### config.mk
export PLATFORM = sky130hd
export DESIGN_NAME = mem_bus_if
export DESIGN_NICKNAME = d
export VERILOG_FILES = /design/src/rtl/mem_bus_pkg.sv /design/src/rtl/mem_bus_if.sv
export SDC_FILE = /design/constraint.sdc
export NUM_CORES = 1
export LEC_CHECK = 0
export BUFFER_PORTS_ARGS = -buffer_cell sky130_fd_sc_hd__buf_2
export CAP_MARGIN = 10
export CORE_MARGIN = 5
export CORE_UTILIZATION = 49
export DETAILED_ROUTE_END_ITERATION = 8
export GPL_TIMING_DRIVEN = 0
export PLACE_DENSITY = 0.76
export SLEW_MARGIN = 20
export SYNTH_ARGS = -nofsm -noshare
export SYNTH_HDL_FRONTEND = slang
export SYNTH_SLANG_ARGS = --single-unit
export TNS_END_PERCENT = 50
### constraint.sdc
create_clock -name clk -period 2.7 [get_ports clk]
set_input_delay 0.54 -clock clk [delete_from_list [all_inputs] [get_ports clk]]
set_output_delay 0.54 -clock clk [all_outputs]
set_load 0.03 [all_outputs]
### src/rtl/mem_bus_pkg.sv
// Shared definitions for mem_bus_if: FSM state encoding, bus direction and
// active-low strobe levels, and the SPM region selector.
`timescale 1ns/1ps
package mem_bus_pkg;

  typedef enum logic [1:0] {
    IDLE   = 2'd0,
    REQ    = 2'd1,
    ACCESS = 2'd2,
    WAIT   = 2'd3
  } state_e;

  localparam logic READ     = 1'b1;
  localparam logic WRITE    = 1'b0;
  localparam logic ENABLE_  = 1'b0;
  localparam logic DISABLE_ = 1'b1;

  localparam logic [2:0] SPM_REGION = 3'b011;

endpackage

### src/rtl/mem_bus_if.sv
// Per-stage memory front-end: zero-wait SPM accesses, req/grant/ready bus accesses.
// Optional bus access timeout with bus_err output: define MEM_BUS_IF_TIMEOUT_EN.
`timescale 1ns/1ps
module mem_bus_if
  import mem_bus_pkg::*;
#(
  parameter int ADDR_W     = 30,
  parameter int DATA_W     = 32,
  parameter int SPM_ADDR_W = 12
`ifdef MEM_BUS_IF_TIMEOUT_EN
  ,
  parameter int TIMEOUT_CYC = 255
`endif
) (
  input  logic                  clk,
  input  logic                  reset,
  input  logic                  stall,
  input  logic                  flush,
  input  logic [ADDR_W-1:0]     addr,
  input  logic                  as_,
  input  logic                  rw,
  input  logic [DATA_W-1:0]     wr_data,
  output logic [DATA_W-1:0]     rd_data,
  output logic                  busy,
  output logic [SPM_ADDR_W-1:0] spm_addr,
  output logic                  spm_as_,
  output logic                  spm_rw,
  output logic [DATA_W-1:0]     spm_wr_data,
  input  logic [DATA_W-1:0]     spm_rd_data,
  output logic                  bus_req_,
  input  logic                  bus_grnt_,
  output logic [ADDR_W-1:0]     bus_addr,
  output logic                  bus_as_,
  output logic                  bus_rw,
  output logic [DATA_W-1:0]     bus_wr_data,
  input  logic [DATA_W-1:0]     bus_rd_data,
  input  logic                  bus_rdy_,
`ifdef MEM_BUS_IF_TIMEOUT_EN
  output logic                  bus_err,
`endif
  output state_e                dbg_state
);

  state_e              state_q, state_d;
  logic                bus_req_q, bus_req_d;
  logic                bus_as_q, bus_as_d;
  logic                bus_rw_q, bus_rw_d;
  logic [ADDR_W-1:0]   bus_addr_q, bus_addr_d;
  logic [DATA_W-1:0]   bus_wr_data_q, bus_wr_data_d;
  logic [ADDR_W-1:0]   lat_addr_q, lat_addr_d;
  logic                lat_rw_q, lat_rw_d;
  logic [DATA_W-1:0]   lat_wr_data_q, lat_wr_data_d;
  logic [DATA_W-1:0]   rd_buf_q, rd_buf_d;
  logic                spm_hit;
  logic                new_access;

`ifdef MEM_BUS_IF_TIMEOUT_EN
  localparam int TMO_W = $clog2(TIMEOUT_CYC + 1);
  logic [TMO_W-1:0]    tmo_q, tmo_d;
`endif

  // A strobe only counts as a new access in IDLE; reset also masks it so the
  // stage never sees busy while reset is held.
  assign spm_hit    = (addr[ADDR_W-1 -: 3] == SPM_REGION);
  assign new_access = reset && (as_ == ENABLE_) && !flush && (state_q == IDLE);

  assign spm_addr    = addr[SPM_ADDR_W-1:0];
  assign spm_rw      = rw;
  assign spm_wr_data = wr_data;
  assign spm_as_     = (new_access && spm_hit) ? ENABLE_ : DISABLE_;

  assign bus_req_    = bus_req_q;
  assign bus_as_     = bus_as_q;
  assign bus_rw      = bus_rw_q;
  assign bus_addr    = bus_addr_q;
  assign bus_wr_data = bus_wr_data_q;
  assign dbg_state   = state_q;

  always_comb begin
    state_d       = state_q;
    bus_req_d     = bus_req_q;
    bus_as_d      = DISABLE_;
    bus_rw_d      = bus_rw_q;
    bus_addr_d    = bus_addr_q;
    bus_wr_data_d = bus_wr_data_q;
    lat_addr_d    = lat_addr_q;
    lat_rw_d      = lat_rw_q;
    lat_wr_data_d = lat_wr_data_q;
    rd_buf_d      = rd_buf_q;
    busy          = 1'b0;
    rd_data       = spm_rd_data;
`ifdef MEM_BUS_IF_TIMEOUT_EN
    tmo_d         = tmo_q;
    bus_err       = 1'b0;
`endif
    unique case (state_q)
      IDLE: begin
        if (new_access && !spm_hit) begin
          busy          = 1'b1;
          bus_req_d     = ENABLE_;
          lat_addr_d    = addr;
          lat_rw_d      = rw;
          lat_wr_data_d = wr_data;
          state_d       = REQ;
        end
      end
      REQ: begin
        busy    = 1'b1;
        rd_data = rd_buf_q;
        if (bus_grnt_ == ENABLE_) begin
          bus_as_d      = ENABLE_;
          bus_addr_d    = lat_addr_q;
          bus_rw_d      = lat_rw_q;
          bus_wr_data_d = lat_wr_data_q;
          state_d       = ACCESS;
`ifdef MEM_BUS_IF_TIMEOUT_EN
          tmo_d         = '0;
`endif
        end
      end
      ACCESS: begin
        busy    = 1'b1;
        rd_data = bus_rd_data;
        if (bus_rdy_ == ENABLE_) begin
          busy      = 1'b0;
          bus_req_d = DISABLE_;
          if (lat_rw_q == READ) rd_buf_d = bus_rd_data;
          state_d   = stall ? WAIT : IDLE;
        end
`ifdef MEM_BUS_IF_TIMEOUT_EN
        else if (tmo_q == TMO_W'(TIMEOUT_CYC)) begin
          busy      = 1'b0;
          rd_data   = '0;
          bus_err   = 1'b1;
          bus_req_d = DISABLE_;
          if (stall) begin
            rd_buf_d = '0;
            state_d  = WAIT;
          end else begin
            state_d  = IDLE;
          end
        end else begin
          tmo_d = tmo_q + 1'b1;
        end
`endif
      end
      WAIT: begin
        rd_data = rd_buf_q;
        if (!stall) state_d = IDLE;
      end
      default: state_d = IDLE;
    endcase
  end

  always_ff @(posedge clk or negedge reset) begin
    if (!reset) begin
      state_q       <= IDLE;
      bus_req_q     <= DISABLE_;
      bus_as_q      <= DISABLE_;
      bus_rw_q      <= READ;
      bus_addr_q    <= '0;
      bus_wr_data_q <= '0;
      lat_addr_q    <= '0;
      lat_rw_q      <= READ;
      lat_wr_data_q <= '0;
      rd_buf_q      <= '0;
`ifdef MEM_BUS_IF_TIMEOUT_EN
      tmo_q         <= '0;
`endif
    end else begin
      state_q       <= state_d;
      bus_req_q     <= bus_req_d;
      bus_as_q      <= bus_as_d;
      bus_rw_q      <= bus_rw_d;
      bus_addr_q    <= bus_addr_d;
      bus_wr_data_q <= bus_wr_data_d;
      lat_addr_q    <= lat_addr_d;
      lat_rw_q      <= lat_rw_d;
      lat_wr_data_q <= lat_wr_data_d;
      rd_buf_q      <= rd_buf_d;
`ifdef MEM_BUS_IF_TIMEOUT_EN
      tmo_q         <= tmo_d;
`endif
    end
  end

endmodule

==> impl_metrics.csv <==
group,metric,value,unit
critical_path,highest_delay_cell_along_the_critical_path,"sky130_fd_sc_hd__dfrtp_1",
clocking,worstSkewPairLatency,420,ps
placement,gp_congestion,0.856,
placement,numPortBuffers,279,
logic_synthesis,post_synth.cell_area_avg,13.8,um^2
sta,grt_setup_unrepaired,"no",
pwr,comb_power_share,0.425,
die,design.die.area,17000,um^2
cells_and_area,final_common_cell,"sky130_fd_sc_hd__buf_2",
detailed_routing,wl_per_cell,17.7,um
cells_and_area,antenna_cells_inserted,0,
detailed_routing,routed_wl,17900,um
hold_path,hp-class,"in -> async",
flow_run,maxCapViolations,0,
logic_synthesis,synth-warning-count,0,
critical_path,timing.critical_path.buf_inv,3,
sta,setup-tns-final,0,ps
sta,timing_max_transition_violations_final,0,
pwr,power.density,1230,nW/um^2
logic_synthesis,synth.ff_latch_count,162,
pwr,p_sw_frac,0.386,
outcome,outcome,"completed",
pwr,power.internal,7.16,mW
logic_synthesis,post-synth-top-area-fraction,0.558,
sta,setup_viol_count_final,0,
critical_path,reg2reg_slack,370,ps
die,boundaryPins,280,
detailed_routing,drt-pass1-iter-count,4,
detailed_routing,post-route-drc-count,0,
cells_and_area,synthToLayoutAreaGrowth,33.5,%
critical_path,worstPathArrival,1990,ps
clocking,numCtsBuffers,17,
global_route,grt_start_max_net_pins,45,
critical_path,timing.critical_path.fanout_max,10,
cells_and_area,fin_cells,1009,
placement,dp_cells,977,
placement,dpl.hpwl,13600,um
logic_synthesis,post_synth_instance_area,7090,um^2
sta,timing.final.crit_share,0.937,
critical_path,rr_worst_depth,4,
cells_and_area,final.fill_count,1071,
cells_and_area,ff_latch_area,4060,um^2
clocking,cts_setup_buffers,0,
critical_path,critical_path.startpoint_type,"register",
logic_synthesis,synth_nets,647,
logic_synthesis,yosysSeqAreaShare,0.572,
die,initial_core_util,0.493,
detailed_routing,drt.antenna.violating_nets,0,
detailed_routing,route.vias.total,5037,
global_route,first_global_vias,5493,
pwr,power_frac_clock,0.208,
detailed_routing,detail_routed_via_count_per_cell,4.99,
clocking,maximum_level_of_the_cts_h_tree,4,
die,die-width,130,um
logic_synthesis,syn-instance-count,513,
sta,worst-slew-pin-transition,696,ps
pwr,static-leakage-power,4.64,nW
critical_path,cp_num_cells,5,
clocking,cts_max_path_buffers,2,
logic_synthesis,yosysUniqueCellTypes,26,
die,core,14400,um^2
global_route,wire_length_of_the_first_global_routing_pass,27600,um
clocking,path_clk_slew,60,ps
cells_and_area,most_frequent_cells_in_the_layout,"281 x sky130_fd_sc_hd__buf_2, 157 x sky130_fd_sc_hd__dfrtp_1, 151 x sky130_fd_sc_hd__mux2_2",
critical_path,rr_startpoint,"dbg_state[0]",
sta,skew,7.73,ps
detailed_routing,drt_first_iter_violations,161,
critical_path,cells_along_the_critical_path,"clkbuf_2 -> clkbuf_1 -> nand2_1 -> o21ai_0 -> buf_2",
global_route,number_of_antenna_violations_at_the_first_check_in_global_routing,1,
critical_path,critical_path.top_delay_family,"buffers and inverters",
sta,fmax,395,MHz
clocking,ctsRootBufferMaster,"sky130_fd_sc_hd__clkbuf_16",
logic_synthesis,synth.largest_area_cell,"sky130_fd_sc_hd__dfrtp_1",
global_route,grt_use_total,0.212,
sta,period_minus_slack,2530,ps
die,die_h,130,um
critical_path,setup.worst_path.class,"reg -> out",
pwr,ir_drop,675,uV
logic_synthesis,synth.area.top_cells,"sky130_fd_sc_hd__dfrtp_1 56%, sky130_fd_sc_hd__mux2_2 24%, sky130_fd_sc_hd__buf_4 4.8%",
cells_and_area,finish.net_count,948,
critical_path,cp-end-kind,"primary output",
clocking,tritoncts_clock_tree,"built",
global_route,grt.overflow.total,0,
critical_path,critical_path.reg2reg.endpoint,"lat_addr_q[23]",
die,placement_rows,44,
cells_and_area,layout-drive-gt1-share,0.645,
critical_path,slowest_delay,450,ps
pwr,total_switching_power,4.50,mW
critical_path,critPathRequiredTime,2160,ps
sta,slew_headroom,0.534,
sta,timing_hold_violations_final,0,
clocking,clock_sink_count,162,
pwr,power_frac_seq,0.367,
cells_and_area,multi_input_gate_area,2520,um^2
## state kept, by name (all words and copies together), names as in the netlist
signal / cells
bus_addr: 30
lat_addr_q: 30
bus_rw: 1
dbg_state: 2
bus_req_: 1
lat_wr_data_q: 32
lat_rw_q: 1
rd_buf_q: 32
bus_wr_data: 32
bus_as_: 1
## worst reg2reg max path, stage by stage (launching register included)
cell and delay [ps]:
sky130_fd_sc_hd__dfrtp_1 450, sky130_fd_sc_hd__or4b_4 600, sky130_fd_sc_hd__nor3_4 560, sky130_fd_sc_hd__buf_6 250, sky130_fd_sc_hd__mux2_2 360
## area by class of cell
class | count | share of cell area
timing repair buffer | 283 | 0.162
clock inverter | 9 | 0.0139
buffer | 72 | 0.0534
tap | 184 | 0.0243
inverter | 4 | 0.00159
multi-input combinational | 274 | 0.266
sequential | 162 | 0.429
clock buffer | 21 | 0.0497
## logic make-up (layout without fill, tap and decap cells)
kind of cell	Yosys count	in the layout	synth area share
flops	162	162	0.572
compound gates	40	40	0.0311
buf+inv	77	389	0.0720
simple gates	45	45	0.0300
mux	189	189	0.295
## power by group through the flow
stage | clock [mW] | sequential, mW | combinational, mW
floorplan | 0 | 5.12 | 2.58
global placement | 0 | 4.21 | 4.85
detailed placement | 0 | 4.30 | 4.99
CTS | 2.48 | 4.29 | 5.02
global route | 2.58 | 4.43 | 5.33
finish | 2.43 | 4.28 | 4.95
## Yosys cell counts
master,instances
sky130_fd_sc_hd__or4b_4,1
sky130_fd_sc_hd__clkbuf_1,12
sky130_fd_sc_hd__o41ai_1,1
sky130_fd_sc_hd__buf_1,4
sky130_fd_sc_hd__or2_2,1
sky130_fd_sc_hd__mux2_1,6
sky130_fd_sc_hd__and3b_1,1
sky130_fd_sc_hd__clkinv_1,1
sky130_fd_sc_hd__inv_1,3
sky130_fd_sc_hd__buf_2,6
sky130_fd_sc_hd__o22a_1,2
sky130_fd_sc_hd__nor2b_1,2
sky130_fd_sc_hd__mux2_2,151
sky130_fd_sc_hd__nor3_2,1
sky130_fd_sc_hd__buf_4,45
sky130_fd_sc_hd__and3_1,1
sky130_fd_sc_hd__nand2_1,35
sky130_fd_sc_hd__nor3_4,1
sky130_fd_sc_hd__buf_6,6
sky130_fd_sc_hd__a221o_1,1
sky130_fd_sc_hd__nor2_1,2
sky130_fd_sc_hd__o21ai_0,35
sky130_fd_sc_hd__dfrtp_1,158
sky130_fd_sc_hd__dfstp_2,4
sky130_fd_sc_hd__mux2i_1,32
sky130_fd_sc_hd__o2bb2ai_1,1
## repair_timing
item | CTS | global route
hold buffers | 1 | 0
setup endpoints to repair | 88 | 1
hold endpoints to repair | 36 | 0
resized for setup | 8 | 3
cloned | 2 | 0
## worst max path at each step
| stage | start | to | slack, ps |
|---|---|---|---|
| final | dbg_state[0] | rd_data[8] | 170 |
| after global routing | dbg_state[0] | rd_data[7] | 30 |
| after CTS | dbg_state[1] | rd_data[31] | 50 |
| after detailed placement | reset | lat_wr_data_q[18] | -660 |
| after global placement | reset | lat_wr_data_q[15] | -2400 |
| after floorplan | dbg_state[1] | rd_data[13] | -80 |
## routing by layer
metal	track usage	vias to the layer above	share of wire
met2	0.364	216	0.50
met4	0.0813	2	0.026
met3	0.0651	30	0.087
met5	0	-	0.00039
met1	0.250	2442	0.39
li1	-	2347	-
## metrics by stage
stage	instance area [um^2]	total power [mW]	setup slack, ps	util	hold WS [ps]
2_1_floorplan	7090	7.71	-83.5	-	244
3_3_place_gp	8720	9.06	-2400	0.607	464
3_5_place_dp	8750	9.28	-664	0.609	476
4_1_cts	9460	11.8	48.3	0.659	60.5
5_1_grt	9470	12.3	28.5	0.659	47.4
6_report	9470	11.7	169	0.659	76.3
No activity file was read; power rests on OpenSTA's default activity.
